[src/rtl/data_pll_sequencer_pkg.sv]
// Shared types and widths for the data-clock rPLL reprogramming sequencer.
package data_pll_seq_pkg;

  localparam int unsigned DIV_W   = 6;
  localparam int unsigned RETRY_W = 2;

  typedef enum logic [2:0] {
    ST_IDLE,
    ST_RESET,
    ST_WAIT_LOCK,
    ST_SETTLE,
    ST_RUN,
    ST_FAIL
  } seq_state_e;

  typedef struct packed {
    logic [DIV_W-1:0] fbdsel;
    logic [DIV_W-1:0] idsel;
    logic [DIV_W-1:0] odsel;
  } div_cfg_t;

endpackage

[src/rtl/data_pll_sequencer_sync_2ff.sv]
// Two-flop synchronizer bringing the asynchronous rPLL lock into the clk domain.
module sync_2ff (
  input  logic clk,
  input  logic rst_n,
  input  logic d_i,
  output logic q_o
);

  logic meta_q;
  logic sync_q;

  always_ff @(posedge clk) begin
    if (!rst_n) begin
      meta_q <= 1'b0;
      sync_q <= 1'b0;
    end else begin
      meta_q <= d_i;
      sync_q <= meta_q;
    end
  end

  assign q_o = sync_q;

endmodule

[src/rtl/data_pll_sequencer.sv]
// Sequences divider reprogramming, reset and lock qualification of the data-clock rPLL.
// Optional lock timeout / retry / FAIL path enabled by defining PLL_SEQ_LOCK_TIMEOUT_EN.
module data_pll_sequencer
  import data_pll_seq_pkg::*;
#(
  parameter int unsigned RESET_CYCLES   = 27,
  parameter int unsigned SETTLE_CYCLES  = 2700,
  parameter int unsigned TIMEOUT_CYCLES = 270000,
  parameter int unsigned MAX_RETRIES    = 3
) (
  input  logic               clk,
  input  logic               rst_n,
  input  logic               cfg_valid,
  output logic               cfg_ready,
  input  logic [DIV_W-1:0]   cfg_fbdsel,
  input  logic [DIV_W-1:0]   cfg_idsel,
  input  logic [DIV_W-1:0]   cfg_odsel,
  output logic [DIV_W-1:0]   pll_fbdsel,
  output logic [DIV_W-1:0]   pll_idsel,
  output logic [DIV_W-1:0]   pll_odsel,
  output logic               pll_reset,
  input  logic               pll_lock,
  output logic               data_rst_n,
  output logic               locked,
  output logic               lol_sticky,
  output logic               error,
  output logic [RETRY_W-1:0] retry_cnt
);

  localparam int unsigned MAX_RS    = (RESET_CYCLES > SETTLE_CYCLES) ? RESET_CYCLES : SETTLE_CYCLES;
  localparam int unsigned MAX_CYC   = (MAX_RS > TIMEOUT_CYCLES) ? MAX_RS : TIMEOUT_CYCLES;
  localparam int unsigned CNT_W     = $clog2(MAX_CYC) + 1;
  localparam int unsigned RETRY_LIM = (MAX_RETRIES > 3) ? 3 : MAX_RETRIES;
`ifdef PLL_SEQ_LOCK_TIMEOUT_EN
  localparam bit TIMEOUT_EN = 1'b1;
`else
  localparam bit TIMEOUT_EN = 1'b0;
`endif

  seq_state_e         state_q, state_d;
  logic [CNT_W-1:0]   cnt_q, cnt_d;
  div_cfg_t           div_q, div_d;
  logic               pll_reset_q, pll_reset_d;
  logic               data_rst_n_q, data_rst_n_d;
  logic               locked_q, locked_d;
  logic               lol_q, lol_d;
  logic               error_q, error_d;
  logic [RETRY_W-1:0] retry_q, retry_d;
  logic               cfg_ready_q, cfg_ready_d;
  logic               lock_s;
  logic               xfer_c;

  sync_2ff u_lock_sync (
    .clk   (clk),
    .rst_n (rst_n),
    .d_i   (pll_lock),
    .q_o   (lock_s)
  );

  assign xfer_c = cfg_valid && cfg_ready_q;

  // Next-state and next-output logic; an accepted transfer pre-empts every state action.
  always_comb begin
    state_d      = state_q;
    cnt_d        = cnt_q;
    div_d        = div_q;
    pll_reset_d  = pll_reset_q;
    data_rst_n_d = data_rst_n_q;
    locked_d     = locked_q;
    lol_d        = lol_q;
    error_d      = error_q;
    retry_d      = retry_q;

    if (xfer_c) begin
      state_d      = ST_RESET;
      cnt_d        = '0;
      div_d        = div_cfg_t'{fbdsel: cfg_fbdsel, idsel: cfg_idsel, odsel: cfg_odsel};
      pll_reset_d  = 1'b1;
      data_rst_n_d = 1'b0;
      locked_d     = 1'b0;
      lol_d        = 1'b0;
      error_d      = 1'b0;
      retry_d      = '0;
    end else begin
      case (state_q)
        ST_RESET: begin
          if (cnt_q == CNT_W'(RESET_CYCLES - 1)) begin
            state_d     = ST_WAIT_LOCK;
            pll_reset_d = 1'b0;
            cnt_d       = '0;
          end else begin
            cnt_d = cnt_q + CNT_W'(1);
          end
        end
        ST_WAIT_LOCK: begin
          if (lock_s) begin
            state_d = ST_SETTLE;
            cnt_d   = '0;
          end else if (TIMEOUT_EN && (cnt_q == CNT_W'(TIMEOUT_CYCLES - 1))) begin
            cnt_d       = '0;
            pll_reset_d = 1'b1;
            if (retry_q < RETRY_W'(RETRY_LIM)) begin
              state_d = ST_RESET;
              retry_d = retry_q + RETRY_W'(1);
            end else begin
              state_d = ST_FAIL;
              error_d = 1'b1;
            end
          end else if (TIMEOUT_EN) begin
            cnt_d = cnt_q + CNT_W'(1);
          end
        end
        ST_SETTLE: begin
          if (!lock_s) begin
            state_d = ST_WAIT_LOCK;
            cnt_d   = '0;
          end else if (cnt_q == CNT_W'(SETTLE_CYCLES - 1)) begin
            state_d      = ST_RUN;
            data_rst_n_d = 1'b1;
            locked_d     = 1'b1;
          end else begin
            cnt_d = cnt_q + CNT_W'(1);
          end
        end
        ST_RUN: begin
          // Lock loss keeps the dividers and PLL running; only the data path is held.
          if (!lock_s) begin
            state_d      = ST_WAIT_LOCK;
            cnt_d        = '0;
            data_rst_n_d = 1'b0;
            locked_d     = 1'b0;
            lol_d        = 1'b1;
          end
        end
        ST_IDLE, ST_FAIL: begin
        end
        default: begin
          state_d = ST_IDLE;
        end
      endcase
    end

    cfg_ready_d = (state_d == ST_IDLE) || (state_d == ST_RUN) || (state_d == ST_FAIL);
  end

  always_ff @(posedge clk) begin
    if (!rst_n) begin
      state_q      <= ST_IDLE;
      cnt_q        <= '0;
      div_q        <= '0;
      pll_reset_q  <= 1'b1;
      data_rst_n_q <= 1'b0;
      locked_q     <= 1'b0;
      lol_q        <= 1'b0;
      error_q      <= 1'b0;
      retry_q      <= '0;
      cfg_ready_q  <= 1'b1;
    end else begin
      state_q      <= state_d;
      cnt_q        <= cnt_d;
      div_q        <= div_d;
      pll_reset_q  <= pll_reset_d;
      data_rst_n_q <= data_rst_n_d;
      locked_q     <= locked_d;
      lol_q        <= lol_d;
      error_q      <= error_d;
      retry_q      <= retry_d;
      cfg_ready_q  <= cfg_ready_d;
    end
  end

  assign cfg_ready  = cfg_ready_q;
  assign pll_fbdsel = div_q.fbdsel;
  assign pll_idsel  = div_q.idsel;
  assign pll_odsel  = div_q.odsel;
  assign pll_reset  = pll_reset_q;
  assign data_rst_n = data_rst_n_q;
  assign locked     = locked_q;
  assign lol_sticky = lol_q;
  assign error      = error_q;
  assign retry_cnt  = retry_q;

endmodule

[config.mk]
export PLATFORM = sky130hd
export DESIGN_NAME = data_pll_sequencer
export DESIGN_NICKNAME = d
export VERILOG_FILES = /design/src/rtl/data_pll_sequencer_pkg.sv /design/src/rtl/data_pll_sequencer_sync_2ff.sv /design/src/rtl/data_pll_sequencer.sv
export SDC_FILE = /design/constraint.sdc
export NUM_CORES = 1
export LEC_CHECK = 0
export CAP_MARGIN = 15
export CORE_AREA = 2 2 69 71
export CTS_CLUSTER_DIAMETER = 40
export CTS_CLUSTER_SIZE = 24
export DETAILED_ROUTE_END_ITERATION = 10
export DIE_AREA = 0 0 71 73
export GPL_ROUTABILITY_DRIVEN = 0
export PLACE_DENSITY = 0.83
export SYNTH_ARGS = -nofsm -noshare
export SYNTH_HDL_FRONTEND = slang
export SYNTH_HIERARCHICAL = 1
export SYNTH_SLANG_ARGS = --single-unit
[constraint.sdc]
create_clock -name clk -period 2.4 [get_ports clk]
set_input_delay 0.48 -clock clk [delete_from_list [all_inputs] [get_ports clk]]
set_output_delay 0.48 -clock clk [all_outputs]
set_load 0.01 [all_outputs]
# Word level (Yosys, flattened, before mapping)
# Index checks and enable logic that the tools add are counted.
[classes]
reduce_logical = 13
mux = 17
addsub = 1
n_eq_ne = 14
bitwise_logic = 2
[op_table]
columns = ["operator", "n"]
rows = [
  ["$mux 20", 5],
  ["$pmux 20 s4", 1],
  ["$add 20x1->20 const B", 1],
  ["$eq 20x12->1 const B", 1],
  ["$eq 20x5->1 const B", 1],
  ["$mux 3", 6],
  ["$pmux 3 s5", 1],
  ["$eq 3x3->1 const B", 4],
  ["$reduce_and 4->1", 2],
  ["$eq 3x2->1 const B", 2],
  ["$logic_not 3->1", 2],
  ["$ne 2x1->1 const B", 2],
  ["$ne 2x2->1 const B", 2],
  ["$reduce_and 2->1", 2],
  ["$reduce_bool 4->1", 1],
  ["$reduce_or 2->1", 2],
  ["$eq 3x1->1 const B", 1],
  ["$mux 1", 3],
  ["$ne 3x3->1 const B", 1],
  ["$logic_or 1x1->1", 2],
  ["$not 1->1", 2],
  ["$pmux 1 s2", 1],
  ["$reduce_bool 2->1", 1],
  ["$logic_and 1x1->1", 1],
]
[word_totals]
inputBits = 22
out_inout_bits = 26
elab_cells = 58
regBits = 47

# Logic depth before layout (Yosys ltp)
# Gate-level depths: netlist of the first run.
[logic_depth]
depth_word = 8
ltp_mapped = 7
ltp_nobuf = 7

# By module
# The synthesis of the first run kept the hierarchy.
[modules_own_cells]
columns = ["mod", "area_per_inst_um2", "instances", "cells_per_inst"]
rows = [
  ["data_pll_sequencer", 2030.7, 1, 242],
  ["sync_2ff", 52.6, 1, 4],
]

# Worst setup path after synthesis of the first run
# OpenSTA, ideal clock, no wires.
[synth_timing]
kind = "reg-to-reg"
from = "reg state_q[1]"
to = "reg cnt_q[12]"
setup_time_ps = 125
slack_ps = 607
arrival_time_ps = 1667
required_ps = 2275
path_stages_with_launch = 8
n_path_buf = 2
path_cell_list = "dfxtp_1 > buf_2 > or4b_4 > o22ai_2 > buf_6 > nand4_1 > xor2_1 > nor2_2"
[synth_via]
elab_chain_cells = 3
elab_cells_between_ends = 10
classes_between = "eq/ne: 7; mux: 1; reduce/logical: 2"
[synth_lines]
columns = ["item", "line_no", "text"]
rows = [
  ["start, declared", "data_pll_sequencer.sv:40", "seq_state_e state_q, state_d;"],
  ["start signal, assigned", "data_pll_sequencer.sv:159", "state_q <= state_d;"],
  ["$eq 3x2->1, or another cell as far along", "data_pll_sequencer.sv:85", "case (state_q)"],
  ["$ne 3x3->1 (no source line), or another cell as far along", "--", ""],
  ["$reduce_and 4->1 (no source line)", "--", ""],
  ["end signal, assigned", "data_pll_sequencer.sv:160", "cnt_q <= cnt_d;"],
  ["end, declared", "data_pll_sequencer.sv:41", "logic [CNT_W-1:0] cnt_q, cnt_d;"],
]
# Several ways; a longest one is shown, not always the timed one.
# A chain may end at the register's enable or synchronous reset.

# Worst setup path after layout of the first run
[layout_timing]
from = "reg cnt_q[1]"
to = "reg cnt_q[4]"
[layout_via]
elab_chain_cells = 4
elab_cells_between_ends = 9
classes_between = "add/sub: 1; eq/ne: 3; mux: 4; reduce/logical: 1"
[layout_lines]
columns = ["item", "line_no", "text"]
rows = [
  ["$add 20x1->20", "data_pll_sequencer.sv:92, data_pll_sequencer.sv:122", ""],
  ["$mux 20", "data_pll_sequencer.sv:117", "end else if (cnt_q == CNT_W'(SETTLE_CYCLES - 1)) begin"],
  ["$mux 20", "data_pll_sequencer.sv:114", "if (!lock_s) begin"],
  ["$pmux 20 s4", "data_pll_sequencer.sv:85", ""],
]
# Several ways; a longest one is shown, not always the timed one. The select of a mux whose other input is x is not followed.

==> run summary, run 1 <==
FF-to-FF setup slack = 160 ps
TritonCTS Sinks = 47
vias per cell = 5.249
fin nets = 311
Max Freq = 0.4469 GHz
Layout Cells excl Fill = 342
Routed WL = 4434 um
Syn. warnings = 6
footprint of the multi-input gates = 1047 um^2
Yosys cell types = 40
synthesis-to-finish area growth = 28.17%
WP data arrival = 2430 ps
setup violators final = 0
cell taking the most area after synthesis = dfxtp_1
synth top area cells = dfxtp_1 (45%), nand2_1 (8.1%), xor2_1 (8.0%)
DR vias = 1795
CTS root buffer = clkbuf_8
Pwr per Cell Area = 594.5 nW/um^2
GRT Overall Usage = 18.58%
Critical Path Start Type = flip-flop
layout cell share with drive strength beyond 1 = 6.597%
mapped cell area = 2083 um^2
RSZ-0062 raised after global routing = false
ANT cells = 0
Initial Util = 45.93%
Routed Antenna Nets = 0
core area = 4536 um^2
skew final = 8.902 ps
MaxCap Viol Count = 0
Post-route DRC = 0
Worst R2R Start = cnt_q[1]
row cnt = 25
status = complete, no violations
Post CTS Setup Buffer Count = 0
global route overflow = 0
die height = 73 um
total negative slack = 0 ps
Max Root-Sink Buffers = 2
Syn Inst Count = 246
Slew headroom = 47.52%
Synth Area in Simple Gates = 26.97%
largest family of logic cells by synthesized area = simple AND/OR/NAND/NOR gates
CTS tree = done
Pre-Repair DR Iteration Count = 4
Critical Path Fanout Max = 11
# resized after CTS = 0
post-synthesis compound-gate area fraction = 12.79%
post-synthesis register bit count = 47
Worst R2R Path Depth = 6
Die ar. = 5183 um^2
post-synthesis mux area share = 0%
post-route clock period utilization = 93.23%
Ports = 48
chip width = 71 um
Post-Synth XOR/XNOR Area = 8.408%
Max Slew Vio Count = 0
Critical Path End = cnt_q[4]
initial antenna violation count = 0
register area share after synthesis = 45.17%
fin crit period = 2238 ps
register cell area after layout = 940.9 um^2
Crit. End Element = flip-flop
syn_area_per_cell = 8.468 um^2
Avg WL per Cell = 12.96 um
Clock Latency Late Sink = 300 ps
Port Buf Inserts = 44
DRT iter0 DRCs = 94
maximum vdd drop = 0.0003902 V
reg-to-reg critical path endpoint = cnt_q[4]
adder-cell area share of the yosys netlist = 1.201%
Crit path required time = 2590 ps
vias in the first global route = 1769
P_leak = 0.0009549 uW
Total Power Consumption = 1587 uW
Hold Crit Start = lol_sticky
endpoints failing hold = 0
Worst Setup SP = cnt_q[1]
Min-Delay Path Class = flip-flop to flip-flop
largest net degree at the start of global routing = 23
DP HPWL = 3267 um
WHS Path Cells = 2
Setup CP Type = flip-flop to flip-flop
Hold-fix buffers, CTS = 0
Fillers = 378
dpl cells = 334
worst hold margin = 449.2 ps
first-pass GRT wire length = 7728 um
clock-pin slew on the worst setup and hold paths = 90 ps
worst slew pin tran = 786.0 ps
CTS H-tree lvls = 2
CTS Buf Count = 5
Synth top area share = 45.17%
-- report_power, final --
group | internal [uW] | switching, uW
registers | 804 | 16.3
logic | 94.5 | 78.0
clock network | 337 | 257
-- placed cells by master, fill, tap and decap left out, types with 2 or more instances in the layout --
cell	count
and3_1	3
a21oi_1	4
buf_4	6
ha_1	2
a21boi_0	18
clkdlybuf4s50_1	44
nand2b_1	3
dfxtp_1	47
inv_1	3
nand3_1	11
and4_1	2
nor2_1	25
or3_1	2
clkbuf_8	6
xor2_1	19
a31oi_1	3
nor3_1	4
and2_1	4
conb_1	3
nand2_1	45
a21o_1	2
nor4_1	3
nand4_1	11
-- layer usage --
layer | routed length (um) | part of all wire, % | global-route usage [%]
met1 | 1857 | 42 | 21.12
met2 | 2182 | 49 | 31.46
met3 | 376 | 8.5 | 7.873
met4 | 17 | 0.38 | 6.499
met5 | 0 | 0 | 0
-- worst min path at each step --
stage	to
4_1_cts	lol_sticky
2_1_floorplan	u_lock_sync/q_o
6_report	lol_sticky
5_1_grt	pll_reset
3_3_place_gp	u_lock_sync/q_o
3_5_place_dp	u_lock_sync/q_o
-- per-stage QoR --
stage	cell area [um^2]	util, %	worst slack, ps
after floorplan	2091	-	607.4
after global placement	2552	56.28	328.7
after detailed placement	2552	56.28	153.3
after CTS	2670	58.87	151.1
after global routing	2670	58.87	26.53
final	2670	58.87	162.5
-- sequential cells by signal (all words and copies together), names as in the netlist, 3 cells and up --
| signal | cells |
|---|---|
| cnt_q | 20 |
| pll_fbdsel | 6 |
| pll_idsel | 6 |
| pll_odsel | 6 |
| state_q | 3 |
-- logic make-up after synthesis --
| kind of cell | Yosys count |
|---|---|
| buf+inv | 21 |
| simple gates | 118 |
| compound gates | 37 |
| other cells | 1 |
| fa+ha+maj | 2 |
| flops | 47 |
| xor+xnor | 20 |
-- worst max-delay path: stages, from the launching register on --
cell	delay [ps]
dfxtp_1	410
ha_1	170
nor4b_1	240
nand4_1	200
o311ai_2	750
buf_4	300
nor2_1	60
-- synthesized netlist by cell type --
master and number:
o211ai_1 1, buf_6 2, a21o_1 2, or4b_4 1, o21ai_0 1, o21bai_1 1
conb_1 1, nor2_1 25, nand3_1 11, xor2_1 19, o22ai_1 1, ha_1 2
and3_1 3, buf_4 4, a21boi_0 18, nand2b_1 3, nor4_1 3, nand4b_1 1
dfxtp_1 47, and2_1 4, o22ai_2 1, o21ai_2 1, buf_2 1, o31ai_1 1
nand2_1 45, o21ai_1 1, clkbuf_1 10, o311ai_1 2, or2_1 1, and4_1 2
nor4b_1 1, or3_1 2, buf_1 1, inv_1 3, a31oi_1 3, a21oi_1 4
nor2_2 1, nand4_1 11, xnor2_1 1, nor3_1 4
-- cell type report --
cell class / instances / area share (%)
Multi-Input combinational cell: 180 / 39.22
Tap cell: 54 / 2.530
Clock inverter: 2 / 1.312
Sequential cell: 47 / 35.24
Clock buffer: 6 / 3.093
Timing Repair Buffer: 50 / 18.18
Inverter: 3 / 0.4217
(Power assumes the default switching activity.)
==> run 2: changes to the inputs <==
TNS_END_PERCENT = 50   (was unset)
==> results of run 2 <==
No change in the layout: final DEF, timing and power equal those of run 1.
==> run 3: changes to the inputs <==
CORE_AREA = 2 2 72 74   (was 2 2 69 71)
DIE_AREA = 0 0 74 76   (was 0 0 71 73)
PLACE_DENSITY = 0.8   (was 0.83)
clock period = 1.8 ns   (was 2.4 ns; I/O delays follow)
==> run 3 against run 2 <==
  * Critical endpoint is now cnt_q[2]
  * Sequential cell count did not move
  * Utilization up 0.53 points
  * Largest cell class unchanged
  * Final cell count increased by 9.6%
  * Power is 25% higher
  * The flow now finishes with violations (negative setup slack)
  * Sequential share of layout area down 2.8 points
==> run summary, run 3 (synthesis gave the netlist of run 1 again) <==
Pre-Repair DR Iteration Count = 4 (unchanged)
first-pass GRT wire length = 7465 um (-3.4%)
dpl cells = 364 (+9.0%)
Layout Cells excl Fill = 375 (+9.6%)
WP data arrival = 2010 ps (-420 ps)
Crit path required time = 2000 ps (-590 ps)
Worst R2R Path Depth = 6 (unchanged)
status = finished, violations left
Initial Util = 42.41% (-3.5 points)
Min-Delay Path Class = flip-flop to flip-flop
core area = 4912 um^2 (+8.3%)
Critical Path Fanout Max = 5 (-6)
ANT cells = 0 (unchanged)
final worst slack = -7.944 ps (-170.4 ps)
CP max-delay cell = or3_4
Max Slew Vio Count = 0 (unchanged)
max FFs per register = 20 (unchanged)
violated checks = negative setup slack
TritonCTS Sinks = 47 (unchanged)
Critical Path Start Type = flip-flop
layout cell share with drive strength beyond 1 = 15.74% (+9.1 points)
die height = 76 um (+4.1%)
skew final = 4.730 ps (-4.172 ps)
Clock Latency Late Sink = 300 ps (about the same)
Setup CP Type = flip-flop to flip-flop
row cnt = 26 (+4.0%)
Port Buf Inserts = 44 (unchanged)
worst path cell trace = ha_1 -> nand4_1 -> or3_4 -> o311ai_2 -> xor2_1 -> nor2_1
post-route clock period utilization = 100.4% (+7.2 points)
fin util = 59.40% (+0.53 points)
Largest Register = cnt_q
Total Power Consumption = 1982 uW (+25%)
WHS Path Cells = 1 (-1)
worst slack, placed = -87.21 ps (-240.5 ps)
initial antenna violation count = 0 (unchanged)
Routed Antenna Nets = 0 (unchanged)
CTS tree = done
Ports = 48 (unchanged)
Crit. End Element = flip-flop
Post-route DRC = 0 (unchanged)
DRT iter0 DRCs = 100 (+6.4%)
setup violators final = 1 (+1)
vias per cell = 4.952 (-5.6%)
chip width = 74 um (+4.2%)
GRT Overall Usage = 16.39% (-2.2 points)
P_leak = 0.001043 uW (+9.2%)
maximum vdd drop = 0.0003966 V (+1.6%)
Routed WL = 4600 um (+3.7%)
MaxCap Viol Count = 0 (unchanged)
Max Freq = 0.5531 GHz (+24%)
Avg WL per Cell = 12.27 um (-5.4%)
CTS root buffer = clkbuf_8
largest net degree at the start of global routing = 23 (unchanged)
CTS Buf Count = 5 (unchanged)
clock-pin slew on the worst setup and hold paths = 90 ps (about the same)
largest stage delay on the critical path = 430 ps (-320 ps)
RSZ-0062 raised after global routing = true
fin nets = 328 (+5.5%)
fin crit period = 1808 ps (-429.6 ps)
DP HPWL = 3070 um (-6.1%)
DR vias = 1857 (+3.5%)
Pwr per Cell Area = 679.3 nW/um^2 (+14%)
Die ar. = 5624 um^2 (+8.5%)
synthesis-to-finish area growth = 40.06%
Hold-fix buffers, CTS = 0 (unchanged)
CTS H-tree lvls = 2 (unchanged)
Max Root-Sink Buffers = 2 (unchanged)
endpoints failing hold = 0 (unchanged)
worst hold margin = 441.2 ps (-7.999 ps)
commonest non-fill, non-tap cells in the layout = nand2_1 (45), dfxtp_1 (45), clkdlybuf4s50_1 (44), nor2_1 (24), xor2_1 (19)
vias in the first global route = 1720 (-2.8%)
global route overflow = 0 (unchanged)
## run 3: cell types whose count changed in the layout (fill, tap and decap cells not counted), sizes merged
cell      change
clkinvlp      +1
bufinv        -1
buf          +17
## run 3: critical path: cells and delay by family (launching register included)
family / cells / cell delay, ps
and+or+nand+nor: 3 / 600
DFF: 1 / 390
AOI/OAI and AO/OA: 1 / 290
adders and majority gates: 1 / 220
xor gates and xnor gates: 1 / 210
## run 3: path summary, 6_finish.rpt
| kind | start | slack (ps) | end |
|---|---|---|---|
| hold / removal | u_lock_sync/meta_q | 440 | u_lock_sync/q_o |
| setup reg to reg | cnt_q[1] | -8 | cnt_q[2] |
| setup / recovery | cnt_q[1] | -8 | cnt_q[2] |
| hold reg to reg | u_lock_sync/meta_q | 440 | u_lock_sync/q_o |
## run 3: what timing repair did
item	in CTS	in global routing
cloned	0	2
resized for setup	1	26
setup buffers	0	1
endpoints found under the setup margin	12	25
pin swaps	4	11
## run 3: power by group
part	internal [uW]	switching (uW)	total (uW)	leakage, uW
registers	1070	17.9	1090	0.000384
logic	149	118	267	0.000618
clock network	272	354	626	0.0000412
total	1490	489	1980	0.00104
## run 3: layout make-up
class | count | area (um^2)
inverter | 3 | 11.26
sequential | 47 | 945.9
multi-input combinational | 180 | 1144
tap | 70 | 87.58
clock inverter | 2 | 12.51
timing repair buffer | 67 | 644.4
clock buffer | 6 | 72.57
fill | 409 | 1994
## run 3: stage by stage
stage	TNS (ps)	instance area [um^2]
floorplan	0	2091
global placement	0	2690
detailed placement	-191.4	2690
CTS	0	2780
global route	-1119	2918
finish	-7.944	2918
## run 3: metal layers
metal  wire (um)  vias to the layer above  global-route usage [%]  part of all wire (%)
met4          44                        0                   3.273                  0.96
met5           0                        -                       0                     0
met3         378                        6                   6.746                   8.2
met2        2175                       56                   26.07                    47
li1            -                      940                       -                     -
met1        2001                      855                   20.80                    44
